### config.mk
export PLATFORM = sky130hd
export DESIGN_NAME = shifter_pipe_flat
export DESIGN_NICKNAME = d
export VERILOG_FILES = /design/src/rtl/shifter_pipe_pkg.sv /design/src/rtl/shifter_pipe_if.sv /design/src/rtl/shifter_pipe_shift_stage.sv /design/src/rtl/shifter_pipe.sv /design/src/flat_wrapper.sv
export SDC_FILE = /design/constraint.sdc
export NUM_CORES = 1
export LEC_CHECK = 0
export BUFFER_PORTS_ARGS = -buffer_cell sky130_fd_sc_hd__clkbuf_2
export CORE_MARGIN = 2
export CORE_UTILIZATION = 30
export DETAILED_ROUTE_END_ITERATION = 7
export GPL_TIMING_DRIVEN = 0
export PLACE_DENSITY_LB_ADDON = 0.05
export RECOVER_POWER = 50
export SETUP_SLACK_MARGIN = 0.2
export SLEW_MARGIN = 25
export SYNTH_ARGS = -nofsm -noshare
export SYNTH_HDL_FRONTEND = slang
export SYNTH_HIERARCHICAL = 1
export SYNTH_SLANG_ARGS = --single-unit
### constraint.sdc
create_clock -name clock -period 1.56 [get_ports clock]
set_input_delay 0.312 -clock clock [delete_from_list [all_inputs] [get_ports clock]]
set_output_delay 0.312 -clock clock [all_outputs]
set_load 0.03 [all_outputs]
### src/rtl/shifter_pipe_pkg.sv
// Shared definitions for the pipelined barrel shifter: operation encodings
// and the stage-count derivation.
package shifter_pipe_pkg;

  typedef enum logic [1:0] {
    MODE_SLL = 2'b00,
    MODE_SRL = 2'b01,
    MODE_SRA = 2'b10,
    MODE_ROL = 2'b11
  } mode_e;

  // ceil(log2(width)); also the pipeline depth
  function automatic int sh_w(input int width);
    int n;
    n = 0;
    for (int i = 0; i < 31; i++)
      if ((1 << i) < width) n = i + 1;
    return n;
  endfunction

endpackage

### src/rtl/shifter_pipe_if.sv
// Operand/result handshake bundle for shifter_pipe.
interface shifter_pipe_if
  import shifter_pipe_pkg::*;
#(
  parameter int WIDTH = 32,
  parameter int TAG_W = 5
) ();
  localparam int SH_W = sh_w(WIDTH);

  logic             in_valid;
  logic             in_ready;
  logic [WIDTH-1:0] in_data;
  logic [SH_W-1:0]  in_shamt;
  mode_e            in_mode;
  logic [TAG_W-1:0] in_tag;
  logic             out_valid;
  logic             out_ready;
  logic [WIDTH-1:0] out_data;
  logic [TAG_W-1:0] out_tag;

  modport master (
    output in_valid, in_data, in_shamt, in_mode, in_tag, out_ready,
    input  in_ready, out_valid, out_data, out_tag
  );

  modport slave (
    input  in_valid, in_data, in_shamt, in_mode, in_tag, out_ready,
    output in_ready, out_valid, out_data, out_tag
  );
endinterface

### src/rtl/shifter_pipe_shift_stage.sv
// One combinational barrel-shifter level: shift/rotate by 2^K when en_i is set.
module shift_stage
  import shifter_pipe_pkg::*;
#(
  parameter int WIDTH = 32,
  parameter int K     = 0
) (
  input  logic [WIDTH-1:0] data_i,
  input  logic             en_i,
  input  mode_e            mode_i,
  output logic [WIDTH-1:0] data_o
);
  localparam int S = 1 << K;

  logic [WIDTH-1:0] shifted;

  // SRA fills from the current MSB, which right shifts never alter,
  // so it is always the operand's original sign bit.
  always_comb begin
    case (mode_i)
      MODE_SLL: shifted = {data_i[WIDTH-1-S:0], {S{1'b0}}};
      MODE_SRL: shifted = {{S{1'b0}}, data_i[WIDTH-1:S]};
      MODE_SRA: shifted = {{S{data_i[WIDTH-1]}}, data_i[WIDTH-1:S]};
      default:  shifted = {data_i[WIDTH-1-S:0], data_i[WIDTH-1:WIDTH-S]};
    endcase
    data_o = en_i ? shifted : data_i;
  end

endmodule

### src/rtl/shifter_pipe.sv
// Pipelined shifter: SH_W registered stages, stage k shifts by 2^k.
// The whole pipe advances or stalls as one unit on output backpressure.
module shifter_pipe
  import shifter_pipe_pkg::*;
#(
  parameter int WIDTH = 32,
  parameter int TAG_W = 5
) (
  input  logic          clock,
  input  logic          reset,
  shifter_pipe_if.slave bus
);
  localparam int SH_W = sh_w(WIDTH);

  logic                             advance;
  logic                             accept;
  logic [SH_W-1:0]                  vld_q;
  logic [SH_W-1:0][WIDTH-1:0]       data_q, data_d, stg_in;
  logic [SH_W-1:0][SH_W-1:0]        shamt_q;
  logic [SH_W-1:0][1:0]             mode_q, stg_mode;
  logic [SH_W-1:0][TAG_W-1:0]       tag_q;
  logic [SH_W-1:0]                  stg_en;

  assign advance      = !vld_q[SH_W-1] || bus.out_ready;
  assign accept       = bus.in_valid && advance;
  assign bus.in_ready = advance;

  assign bus.out_valid = vld_q[SH_W-1];
  assign bus.out_data  = data_q[SH_W-1];
  assign bus.out_tag   = tag_q[SH_W-1];

  assign stg_in[0]   = bus.in_data;
  assign stg_en[0]   = bus.in_shamt[0];
  assign stg_mode[0] = bus.in_mode;

  for (genvar k = 1; k < SH_W; k++) begin : g_link
    assign stg_in[k]   = data_q[k-1];
    assign stg_en[k]   = shamt_q[k-1][k];
    assign stg_mode[k] = mode_q[k-1];
  end

  for (genvar k = 0; k < SH_W; k++) begin : g_stage
    shift_stage #(.WIDTH(WIDTH), .K(k)) u_stage (
      .data_i (stg_in[k]),
      .en_i   (stg_en[k]),
      .mode_i (mode_e'(stg_mode[k])),
      .data_o (data_d[k])
    );
  end

  always_ff @(posedge clock) begin
    if (reset) begin
      vld_q   <= '0;
      data_q  <= '0;
      shamt_q <= '0;
      mode_q  <= '0;
      tag_q   <= '0;
    end else if (advance) begin
      vld_q   <= {vld_q[SH_W-2:0], accept};
      data_q  <= data_d;
      shamt_q <= {shamt_q[SH_W-2:0], bus.in_shamt};
      mode_q  <= {mode_q[SH_W-2:0], bus.in_mode};
      tag_q   <= {tag_q[SH_W-2:0], bus.in_tag};
    end
  end

  // Already-consumed shamt bits and the last stage's mode ride along unused.
  logic unused_bits;
  assign unused_bits = ^{shamt_q, mode_q[SH_W-1]};

endmodule

### src/flat_wrapper.sv
// flat-port wrapper written by rule: the top's interface ports become plain ports
module shifter_pipe_flat import shifter_pipe_pkg::*;
#(
  parameter int WIDTH = 32,
  parameter int TAG_W = 5
)
  (clock, reset, bus_in_valid, bus_in_data, bus_in_shamt, bus_in_mode, bus_in_tag, bus_out_ready, bus_in_ready, bus_out_valid, bus_out_data, bus_out_tag);
  shifter_pipe_if #(.WIDTH(WIDTH), .TAG_W(TAG_W)) bus_i ();
  input  logic clock;
  input  logic reset;
  input wire logic [$bits(bus_i.in_valid)-1:0] bus_in_valid;
  input wire logic [$bits(bus_i.in_data)-1:0] bus_in_data;
  input wire logic [$bits(bus_i.in_shamt)-1:0] bus_in_shamt;
  input wire logic [$bits(bus_i.in_mode)-1:0] bus_in_mode;
  input wire logic [$bits(bus_i.in_tag)-1:0] bus_in_tag;
  input wire logic [$bits(bus_i.out_ready)-1:0] bus_out_ready;
  output wire logic [$bits(bus_i.in_ready)-1:0] bus_in_ready;
  output wire logic [$bits(bus_i.out_valid)-1:0] bus_out_valid;
  output wire logic [$bits(bus_i.out_data)-1:0] bus_out_data;
  output wire logic [$bits(bus_i.out_tag)-1:0] bus_out_tag;
  assign bus_i.in_valid = bus_in_valid;
  assign bus_i.in_data = bus_in_data;
  assign bus_i.in_shamt = bus_in_shamt;
  assign bus_i.in_mode = bus_in_mode;
  assign bus_i.in_tag = bus_in_tag;
  assign bus_i.out_ready = bus_out_ready;
  assign bus_in_ready = bus_i.in_ready;
  assign bus_out_valid = bus_i.out_valid;
  assign bus_out_data = bus_i.out_data;
  assign bus_out_tag = bus_i.out_tag;
  shifter_pipe #(.WIDTH(WIDTH), .TAG_W(TAG_W)) u_core (.clock(clock), .reset(reset), .bus(bus_i));
endmodule
# After elaboration in Yosys (flattened, before gate mapping)
# Cells that the tools add are included.
[totals]
regBits = 218
word_cells = 47
[op_classes]
n_eq_ne = 10
mux = 10
n_reduce_logical = 8
[op_table]
columns = ["operator", "n"]
rows = [
  ["one-hot mux 32 bit (3 select lines)", 5],
  ["two-way mux 32 bit", 5],
  ["== test 2 x 1 -> 1 bit (second input constant)", 5],
  ["== test 2 bit (second input constant)", 5],
  ["zero test 2 bit", 5],
  ["logical AND 1 bit", 1],
  ["zero test 1 bit", 1],
  ["logical OR 1 bit", 1],
]

# Logic depth before layout (Yosys ltp)
# Gate-level depths: netlist (run 1).
[depth]
ltp_word = 3
ltp_mapped = 7

# By module
# Netlist (run 1), hierarchy kept.
[by_module_without_submodules]
columns = ["mod", "n_inst", "cells_each", "area_each_um2", "seq_area_each_um2"]
rows = [
  ["shifter_pipe", 1, 938, 9424.0, 4164.0],
  ["shift_stage at u_core.g_stage[4].u_stage", 1, 130, 868.3, 0.0],
  ["shift_stage at u_core.g_stage[3].u_stage", 1, 137, 859.6, 0.0],
  ["shift_stage at u_core.g_stage[1].u_stage", 1, 117, 784.5, 0.0],
  ["shift_stage at u_core.g_stage[2].u_stage", 1, 123, 780.7, 0.0],
  ["shift_stage at u_core.g_stage[0].u_stage", 1, 112, 704.4, 0.0],
]

# Least setup slack after synthesis (run 1)
# No wires, ideal clock.
[synth_timing]
path_kind = "register -> register"
start = "reg u_core/mode_q[1] (netlist name)"
end = "reg u_core/data_q[42] (netlist name)"
arrival_ns = 1.388
required_time_ns = 1.441
slack_ns = 0.053
path_stages_with_launch = 8
n_path_buf = 2
period_less_slack_ns = 1.507
path_cell_list = "dfxtp_1 -> buf_6 -> xnor2_4 -> buf_12 -> mux2i_1 -> a21oi_1 -> nand2b_1 -> o21ai_1"
[synth_lines]
columns = ["element", "line_no", "text"]
rows = [
  ["start: declaration", "shifter_pipe.sv:20", "logic [SH_W-1:0][1:0] mode_q, stg_mode;"],
  ["start signal: assignment", "shifter_pipe.sv:62", "mode_q <= {mode_q[SH_W-2:0], bus.in_mode};"],
  ["end signal: assignment", "shifter_pipe.sv:60", "data_q <= data_d;"],
  ["end: declaration", "shifter_pipe.sv:18", "logic [SH_W-1:0][WIDTH-1:0] data_q, data_d, stg_in;"],
]

# Final worst setup path (run 1)
[layout_timing]
start = "reg u_core.vld_q[4]"
end = "out bus_in_ready"
[layout_via]
elab_chain_len = 2
[layout_rtl]
columns = ["element", "line_no", "text"]
rows = [
  ["start: declaration", "shifter_pipe.sv:17", "logic [SH_W-1:0] vld_q;"],
  ["start signal: assignment", "shifter_pipe.sv:59", "vld_q <= {vld_q[SH_W-2:0], accept};"],
  ["zero test 1 bit", "shifter_pipe.sv:24", "assign advance = !vld_q[SH_W-1] || bus.out_ready;"],
  ["logical OR 1 bit", "shifter_pipe.sv:24", ""],
  ["end: declaration", "flat_wrapper.sv:17", "output wire logic [$bits(bus_i.in_ready)-1:0] bus_in_ready;"],
]
# Every way passes these cells.

==> impl_metrics.yaml, run 1 <==
status:
  status: "finished, violations left"
  violations: "negative setup slack"
placement:
  place_congestion: 0.846
  place_inst: 2234
  dp_hpwl_mm: 33.0
  port_buffers: 85
  placed_area_um2: 14600
  pre_cts_ws_ps: -516
yosys:
  ys_types: 43
  synth.top_cell.area_share_pct: 31.0
  synth-seq-cells: 208
  postSynthAreaPerCell_um2: 8.62
  synth_seq_area_share_pct: 31.0
  synth_top_area_cell: "dfxtp_1"
  syn_nets: 1605
  netlist_area_um2: 13400
  syn-instance-count: 1557
  synthTopCellsByArea: "dfxtp_1, nand4bb_1, mux2i_1, nand2b_1, o21ai_1"
  yosysWarnings: 6
clocking:
  numClockSinks: 208
  cts_tree: "done"
  numCtsBuffers: 28
  clockBufferDepth: 3
  cts_root_buffer: "clkbuf_16"
  cts.htree.levels: 1
  clk_pin_slew_ps: 60
  clock_latency_ps: 580
layout:
  syn_to_final_growth_pct: 32.9
  finish.utilization_pct: 40.3
  final_nets: 1788
  multi_input_area_um2: 8630
  stdcell_area_um2: 17800
  drive_above_1_share_pct: 29.6
  finalNonFillerCells: 2353
  regArea_um2: 4230
  fillers: 4466
worst_setup_path:
  critPathBufInv: 4
  rr_worst_depth: 9
  reg2reg_from: "u_core/mode_q[1]"
  r2r_slack_ps: -10
  slowest_delay_ps: 320
  crit_cells: 5
  worstPathRequired_ps: 1250
  critical_path.startpoint: "u_core/vld_q[4]"
  critical-path-top-delay-family: "buffers and inverters"
  slowest_stage: "dfxtp_2"
  crit_end: "bus_in_ready"
  end_kind: "output port"
  startpoint_type: "register"
  timing.rr.end: "u_core/data_q[50]"
  critPathArrivalTime_ps: 1400
  criticalPathCategory: "reg -> out"
  cp_max_fo: 2
  path_cells: "nor2b_4, buf_6, buf_12, inv_8, buf_8"
routing:
  drc: 0
  totalWireLength_mm: 46.6
  wl_per_cell_um: 19.8
  num_vias: 11900
  ant_nets: 0
  dr.pass1.iters: 5
  drtIter0Drc: 777
  viasPerCell: 5.06
floorplan:
  start_util_pct: 30.4
  die_h_um: 216
  die_area_um2: 46400
  num_rows: 77
  core_um2: 44200
  ios: 87
  fp.dieW_um: 216
global_route:
  antenna_found_initial: 1
  grt_max_degree: 16
  overflow: 0
  grt_pass1_wl_mm: 72.3
  grt_pass1_vias: 12000
  grt_usage_pct: 19.7
sta:
  timing.fmax_mhz: 583
  finalMaxSlewViolations: 0
  relSlewSlack_pct: 67.1
  setup_ws_ps: -156
  final_hold_viol_count: 0
  holdWs_ps: 27.2
  setup_tns_ps: -165
  rsz0062_at_grt: "true"
  clock_skew_ps: 25.9
  fin_crit_sh_pct: 110
  period_minus_slack_ps: 1720
  worst_pin_slew_ps: 493
  setup_viol: 2
min_path:
  hold_class: "in -> reg"
  worstHoldStart: "bus_in_shamt[4]"
power:
  power_density_nw_per_um2: 825
  vdd_drop_max_mv: 0.802
  p_leak_nw: 6.57
  p_total_mw: 14.7
flow_run:
  max-cap-violations: 0
==> cells in the mapped netlist, drive strengths merged <==
library cell  instances
o21ai               187
mux2i               147
nor2                127
o32ai                 1
clkbuf               89
xnor2                 4
dfxtp               208
a22oi                14
a31oi                15
nor2b                 7
o211ai                1
nand2                33
and2                 12
nand3b                2
a21oi               112
nand3                18
nand4bb             172
mux2                 15
o221ai               16
o22ai                16
dlygate4sd1           1
buf                 110
inv                  35
and2b                 3
nand2b              208
a21o                  1
and3                  3
==> cell type report <==
| cell class | count | share of cell area, % |
|---|---|---|
| multi-input cells | 1114 | 48.4 |
| flip-flops and latches | 208 | 23.7 |
| repair buffers | 153 | 9.33 |
| plain buffers | 200 | 8.98 |
| clock buffers | 41 | 4.26 |
| well taps | 592 | 4.15 |
| inverters | 35 | 0.779 |
| clock inverters | 9 | 0.414 |
| diodes | 1 | 0.0140 |
==> placed cells by master (no fill, tap or decap), drive strengths merged <==
cell and count:
a21o 1, a21oi 112, a22oi 14, a31oi 15, and2 12, and2b 3
and3 3, buf 203, clkbuf 181, clkinv 8, dfxtp 208, diode 1
dlygate4sd1 1, dlygate4sd3 9, inv 36, mux2 15, mux2i 147, nand2 33
nand2b 208, nand3 18, nand3b 2, nand4bb 172, nor2 127, nor2b 7
o211ai 1, o21ai 187, o221ai 16, o22ai 16, o32ai 1, xnor2 4
==> how the worst min path moves through the flow <==
stage / endpoint / depth (start not counted)
finish: u_core/shamt_q[4] / 3
global route: u_core/shamt_q[4] / 3
CTS: u_core/shamt_q[4] / 3
detailed placement: u_core/vld_q[4] / 2
global placement: u_core/vld_q[4] / 2
floorplan: u_core/vld_q[4] / 2
==> state kept, by name, summed over array words and instances, names as in the netlist <==
signal               flops
u_core/tag_q            20
u_core/shamt_q          10
u_core/vld_q             5
u_core/data_q          128
u_core/bus.out_data     32
u_core/mode_q            8
u_core/bus.out_tag       5
==> worst reg2reg max path, delay by kind of cell (launching register included) <==
family                 cells  cell delay [ps]
XOR/XNOR                   1              220
AO/OA/AOI/OAI              2              150
buffers and inverters      4              460
AND/OR/NAND/NOR            1              110
flip-flops                 1              320
multiplexers               1              180
==> routing by layer <==
metal  vias to the layer above  share of wire, %  GRT usage, %
met5                         -                 0             0
met3                        55               2.9          1.90
met1                      5755                48          27.8
met4                         0               2.1          5.10
met2                       208                47          32.2
li1                       5882                 -             -
==> timing repair <==
item,CTS,global route
setup endpoints to repair,209,217
gates resized for setup,315,181
pin swaps,84,72
buffers inserted,31,18
hold endpoints to repair,9,0
gates cloned,6,4
hold buffers,9,0
==> power breakdown <==
group	switching, mW	internal [mW]	total [mW]
Combinational	1.36	1.42	2.78
Clock	2.51	3.37	5.89
Sequential	0.419	5.62	6.04
Total	4.29	10.4	14.7
==> logic make-up (layout without fill, tap and decap cells) <==
| family | Yosys count | count (layout) | synth area share, % |
|---|---|---|---|
| xor gates and xnor gates | 4 | 4 | 0.736 |
| other | 0 | 1 | 0 |
| and+or+nand+nor | 585 | 585 | 30.7 |
| buffers and inverters | 235 | 438 | 10.2 |
| muxes | 162 | 162 | 12.2 |
| AOI/OAI and AO/OA | 363 | 363 | 15.1 |
| DFF | 208 | 208 | 31.0 |
Power figures use the tool's default switching activity.
==> inputs of run 2 (changes only) <==
==> constraint.sdc (replaced) <==
create_clock -name clock -period 1.56 [get_ports clock]
set_input_delay 0.312 -clock clock [delete_from_list [all_inputs] [get_ports clock]]
set_output_delay 0.312 -clock clock [all_outputs]
set_load 0.1 [all_outputs]
==> run 2 against run 1 <==
The run still ends with negative setup slack left. Critical path type unchanged. Core utilization up 0.61 points. Final area grew 1.5%. Highest routed layer unchanged. Total power grew 4.6%.
==> impl_metrics.yaml, run 2 (synthesis gave the netlist of run 1 again) <==
layout:
  syn_to_final_growth_pct: 34.9
  diodes: 0
  largest_register: "u_core/data_q"
  drive_above_1_share_pct: 28.7
  layout_commonest_cell: "nand2b_1"
  layout_common_cells: "nand2b_1, nand4bb_1, dfxtp_1"
  largest_reg_flops: 128
  final_nets: 1791
  finalNonFillerCells: 2356
worst_setup_path:
  timing.rr.end: "u_core/data_q[105]"
  path_cells: "nor2b_4, buf_8, buf_12, inv_12, clkbuf_16"
  cp_max_fo: 2
  r2r_slack_ps: -50
  criticalPathCategory: "reg -> out"
  end_kind: "output port"
  worstPathRequired_ps: 1250
  rr_worst_depth: 8
  slowest_stage: "dfxtp_4"
  critPathArrivalTime_ps: 1490
  slowest_delay_ps: 340
  reg2reg_from: "u_core/mode_q[5]"
  startpoint_type: "register"
power:
  vdd_drop_max_mv: 0.705
  power_density_nw_per_um2: 850
  p_leak_nw: 6.77
sta:
  period_minus_slack_ps: 1800
  final_hold_viol_count: 0
  relSlewSlack_pct: 64.0
  timing.fmax_mhz: 556
  rsz0062_at_grt: "true"
  clock_skew_ps: 18.4
  setup_ws_ps: -240
  finalMaxSlewViolations: 0
  worst_pin_slew_ps: 539
  fin_crit_sh_pct: 115
  setup_viol: 18
  holdWs_ps: 30.3
routing:
  dr.pass1.iters: 5
  drtIter0Drc: 763
  ant_nets: 0
  drc: 0
  num_vias: 11800
  viasPerCell: 5.01
  totalWireLength_mm: 46.7
  wl_per_cell_um: 19.8
global_route:
  grt_max_degree: 15
  grt_usage_pct: 19.5
  antenna_found_initial: 0
  overflow: 0
  grt_pass1_vias: 11600
  grt_pass1_wl_mm: 71.1
status:
  status: "finished, violations left"
  violations: "negative setup slack"
flow_run:
  max-cap-violations: 0
min_path:
  worstHoldStart: "bus_in_shamt[4]"
  worstHoldPathCells: 3
  hold_class: "in -> reg"
  worstHoldEndpoint: "u_core/shamt_q[4]"
floorplan:
  ios: 87
  fp.dieW_um: 216
  num_rows: 77
  core_um2: 44200
  start_util_pct: 30.4
  die_area_um2: 46400
  die_h_um: 216
clocking:
  clk_pin_slew_ps: 60
  numClockSinks: 208
  cts.htree.levels: 1
  clockBufferDepth: 3
  clock_latency_ps: 570
  numCtsBuffers: 27
  cts_root_buffer: "clkbuf_16"
  cts_tree: "done"
placement:
  pre_cts_ws_ps: -560
  dp_hpwl_mm: 32.8
  port_buffers: 85
  place_congestion: 0.840
  place_inst: 2234
[run 2: cell types whose count changed in the layout (fill, tap and decap cells not counted), sizes merged]
cell	before	now
buf	203	164
bufinv	0	2
clkbuf	181	225
clkinv	8	5
diode	1	0
[run 2: worst max-delay path by stage]
stage,from,to,depth (start not counted)
final,u_core/vld_q[4],bus_in_ready,5
after global routing,u_core/vld_q[4],bus_in_ready,5
after CTS,u_core/vld_q[4],bus_in_ready,5
after detailed placement,u_core/shamt_q[13],u_core/data_q[96],6
after global placement,u_core/shamt_q[13],u_core/data_q[96],6
after floorplan,u_core/mode_q[0],u_core/data_q[42],7
[run 2: per-layer routing]
| layer | vias up | global-route usage, % | share of wire [%] |
|---|---|---|---|
| met1 | 5657 | 26.6 | 48 |
| met2 | 201 | 33.0 | 47 |
| met3 | 53 | 2.14 | 3.0 |
| met5 | - | 0 | 0 |
| met4 | 0 | 4.18 | 2.1 |
| li1 | 5892 | - | - |
[run 2: timing repair]
item | CTS | global route
gates cloned | 7 | 1
endpoints found under the hold margin | 9 | 0
setup buffers | 36 | 19
resized for setup | 364 | 102
hold buffers | 9 | 0
setup endpoints to repair | 209 | 221
pin swaps | 82 | 43
[run 2: report_power, final]
part | total (mW) | internal (mW) | switching, mW
clock network | 6.42 | 3.90 | 2.52
registers | 6.03 | 5.62 | 0.414
logic | 2.93 | 1.45 | 1.49
[run 2: per-stage QoR]
step                total power, mW  setup TNS, ps  util [%]  cell area (um2)
floorplan                      7.73              0         -            13500
global placement               8.46         -19540      33.1            14600
detailed placement             8.47         -21230      33.1            14600
CTS                            15.5           -546      39.9            17600
global route                   16.1          -4590      40.9            18100
finish                         15.4           -603      40.9            18100
[run 2: area by class of cell]
type,count,area (um2)
fillers,4430,26100
well taps,592,741
repair buffers,157,2070
clock buffers,42,812
inverters,35,144
multi-input cells,1114,8430
flip-flops and latches,208,4240
clock inverters,8,105
plain buffers,200,1580
[run 2: worst max-delay path, delay by kind of cell (launching register included)]
kind | cells | cell delay, ps
buffers and inverters | 4 | 450
DFF | 1 | 340
and+or+nand+nor | 1 | 120
==> inputs of run 3 (changes only) <==
--- a/config.mk
+++ b/config.mk
@@ -7,7 +7,7 @@
 export LEC_CHECK = 0
 export BUFFER_PORTS_ARGS = -buffer_cell sky130_fd_sc_hd__clkbuf_2
 export CORE_MARGIN = 2
-export CORE_UTILIZATION = 30
+export CORE_UTILIZATION = 31
 export DETAILED_ROUTE_END_ITERATION = 7
 export GPL_TIMING_DRIVEN = 0
 export PLACE_DENSITY_LB_ADDON = 0.05
==> run 3 against run 2 <==
The flow still finishes with violations (negative setup slack). Via count rose by 0.48%. Count of clock-buffer cells in the layout down 4. Largest cell class unchanged. Global-route usage is 0.98 points higher. Clock skew rose by 15 ps. First-iteration DRC count is 3.8% lower.
==> impl_metrics.yaml, run 3 (synthesis gave the netlist of run 1 again) <==
clocking:
  cts_root_buffer: "clkbuf_16"
  clockBufferDepth: 3
  numClockSinks: 208
  clock_latency_ps: 580
  clk_pin_slew_ps: 60
  numCtsBuffers: 26
  cts_tree: "done"
  cts.htree.levels: 1
routing:
  wl_per_cell_um: 20.2
  dr.max_layer_used: "met4"
  drtIter0Drc: 734
  dr.pass1.iters: 7
  viasPerCell: 5.05
  drc: 0
  totalWireLength_mm: 47.3
  num_vias: 11900
  ant_nets: 0
  drt-met1-wl_mm: 22.6
  wl_met3_mm: 1.41
  wl_met2_mm: 22.2
layout:
  finalNonFillerCells: 2347
  final_nets: 1791
  largest_register: "u_core/data_q"
  diodes: 0
  layout_common_cells: "nand2b_1, nand4bb_1, o21ai_1"
  finish.utilization_pct: 42.3
  layout_commonest_cell: "nand2b_1"
  drive_above_1_share_pct: 28.3
  syn_to_final_growth_pct: 35.3
  largest_reg_flops: 128
min_path:
  worstHoldStart: "bus_in_shamt[4]"
  worstHoldPathCells: 3
  worstHoldEndpoint: "u_core/shamt_q[4]"
  hold_class: "in -> reg"
sta:
  fin_crit_sh_pct: 116
  holdWs_ps: 22.5
  relSlewSlack_pct: 61.1
  clock_skew_ps: 33.6
  setup_viol: 16
  finalMaxSlewViolations: 0
  rsz0062_at_grt: "true"
  timing.fmax_mhz: 551
  setup_ws_ps: -253
  period_minus_slack_ps: 1810
  worst_pin_slew_ps: 584
  final_hold_viol_count: 0
worst_setup_path:
  r2r_slack_ps: -30
  path_cells: "nor2b_4, buf_8, buf_12, inv_12, clkbuf_16"
  startpoint_type: "register"
  slowest_stage: "dfxtp_4"
  cp_max_fo: 2
  criticalPathCategory: "reg -> out"
  timing.rr.end: "u_core/data_q[50]"
  worstPathRequired_ps: 1250
  rr_worst_depth: 9
  critPathArrivalTime_ps: 1500
  slowest_delay_ps: 340
  reg2reg_from: "u_core/mode_q[1]"
  end_kind: "output port"
floorplan:
  die_h_um: 212
  die_area_um2: 45000
  ios: 87
  fp.dieW_um: 212
  start_util_pct: 31.3
  num_rows: 76
  core_um2: 42900
global_route:
  grt_pass1_vias: 11700
  antenna_found_initial: 0
  grt_pass1_wl_mm: 71.3
  grt_max_degree: 15
  grt_usage_pct: 20.5
  overflow: 0
power:
  p_total_mw: 15.0
  power_density_nw_per_um2: 828
  p_leak_nw: 6.81
  vdd_drop_max_mv: 0.867
placement:
  dp_hpwl_mm: 32.7
  place_inst: 2227
  place_congestion: 0.851
  port_buffers: 85
status:
  status: "finished, violations left"
  violations: "negative setup slack"
flow_run:
  max-cap-violations: 0
## run 3: cell types whose count changed in the layout (fill, tap and decap cells not counted), sizes merged
cell / before / now
clkbuf: 225 / 211
buf: 164 / 175
clkinv: 5 / 7
bufinv: 2 / 1
clkinvlp: 0 / 1
inv: 36 / 35
## run 3: routing by layer
layer,vias to the layer above,GRT usage [%]
met5,-,0
met4,0,5.44
met3,63,2.16
met2,201,34.5
met1,5720,27.7
li1,5876,-
## run 3: area by class of cell
class	instances	area, um2
buffer	200	1670
clock buffer	38	766
clock inverter	9	97.6
fill	4337	24700
inverter	35	144
multi-input combinational	1114	8410
sequential	208	4240
tap	585	732
timing repair buffer	158	2100
## run 3: repair_timing
| action | in CTS | in global routing |
|---|---|---|
| setup endpoints to repair | 209 | 217 |
| hold buffers | 9 | 0 |
| endpoints found under the hold margin | 9 | 0 |
| buffers inserted | 35 | 19 |
| cloned | 7 | 3 |
| resized for setup | 358 | 113 |
| pin swaps | 76 | 54 |
## run 3: report_power, final
part	internal (mW)	switching (mW)
Combinational	1.45	1.50
Sequential	5.62	0.402
Clock	3.57	2.49
## run 3: worst max-delay path by stage
stage	startpoint	endpoint	slack (ps)	cells after the start
5_1_grt	u_core/vld_q[4]	bus_in_ready	-300	5
2_1_floorplan	u_core/mode_q[0]	u_core/data_q[42]	60	7
6_report	u_core/vld_q[4]	bus_in_ready	-250	5
3_3_place_gp	u_core/shamt_q[13]	u_core/data_q[96]	-460	6
4_1_cts	u_core/vld_q[4]	bus_in_ready	-290	5
3_5_place_dp	u_core/shamt_q[13]	u_core/data_q[96]	-450	6
## run 3: per-stage QoR
step / TNS (ps) / setup WS [ps] / area [um2]
after global placement: -18110 / -462 / 14600
after global routing: -3320 / -298 / 18200
after floorplan: 0 / 57.1 / 13500
final: -472 / -253 / 18200
after detailed placement: -18760 / -447 / 14600
after CTS: -407 / -290 / 17500
## run 3: worst max-delay path, delay by kind of cell (launching register included)
family / cells / cell delay, ps
buffers and inverters: 4 / 450
flip-flops: 1 / 340
AND/OR/NAND/NOR: 1 / 120
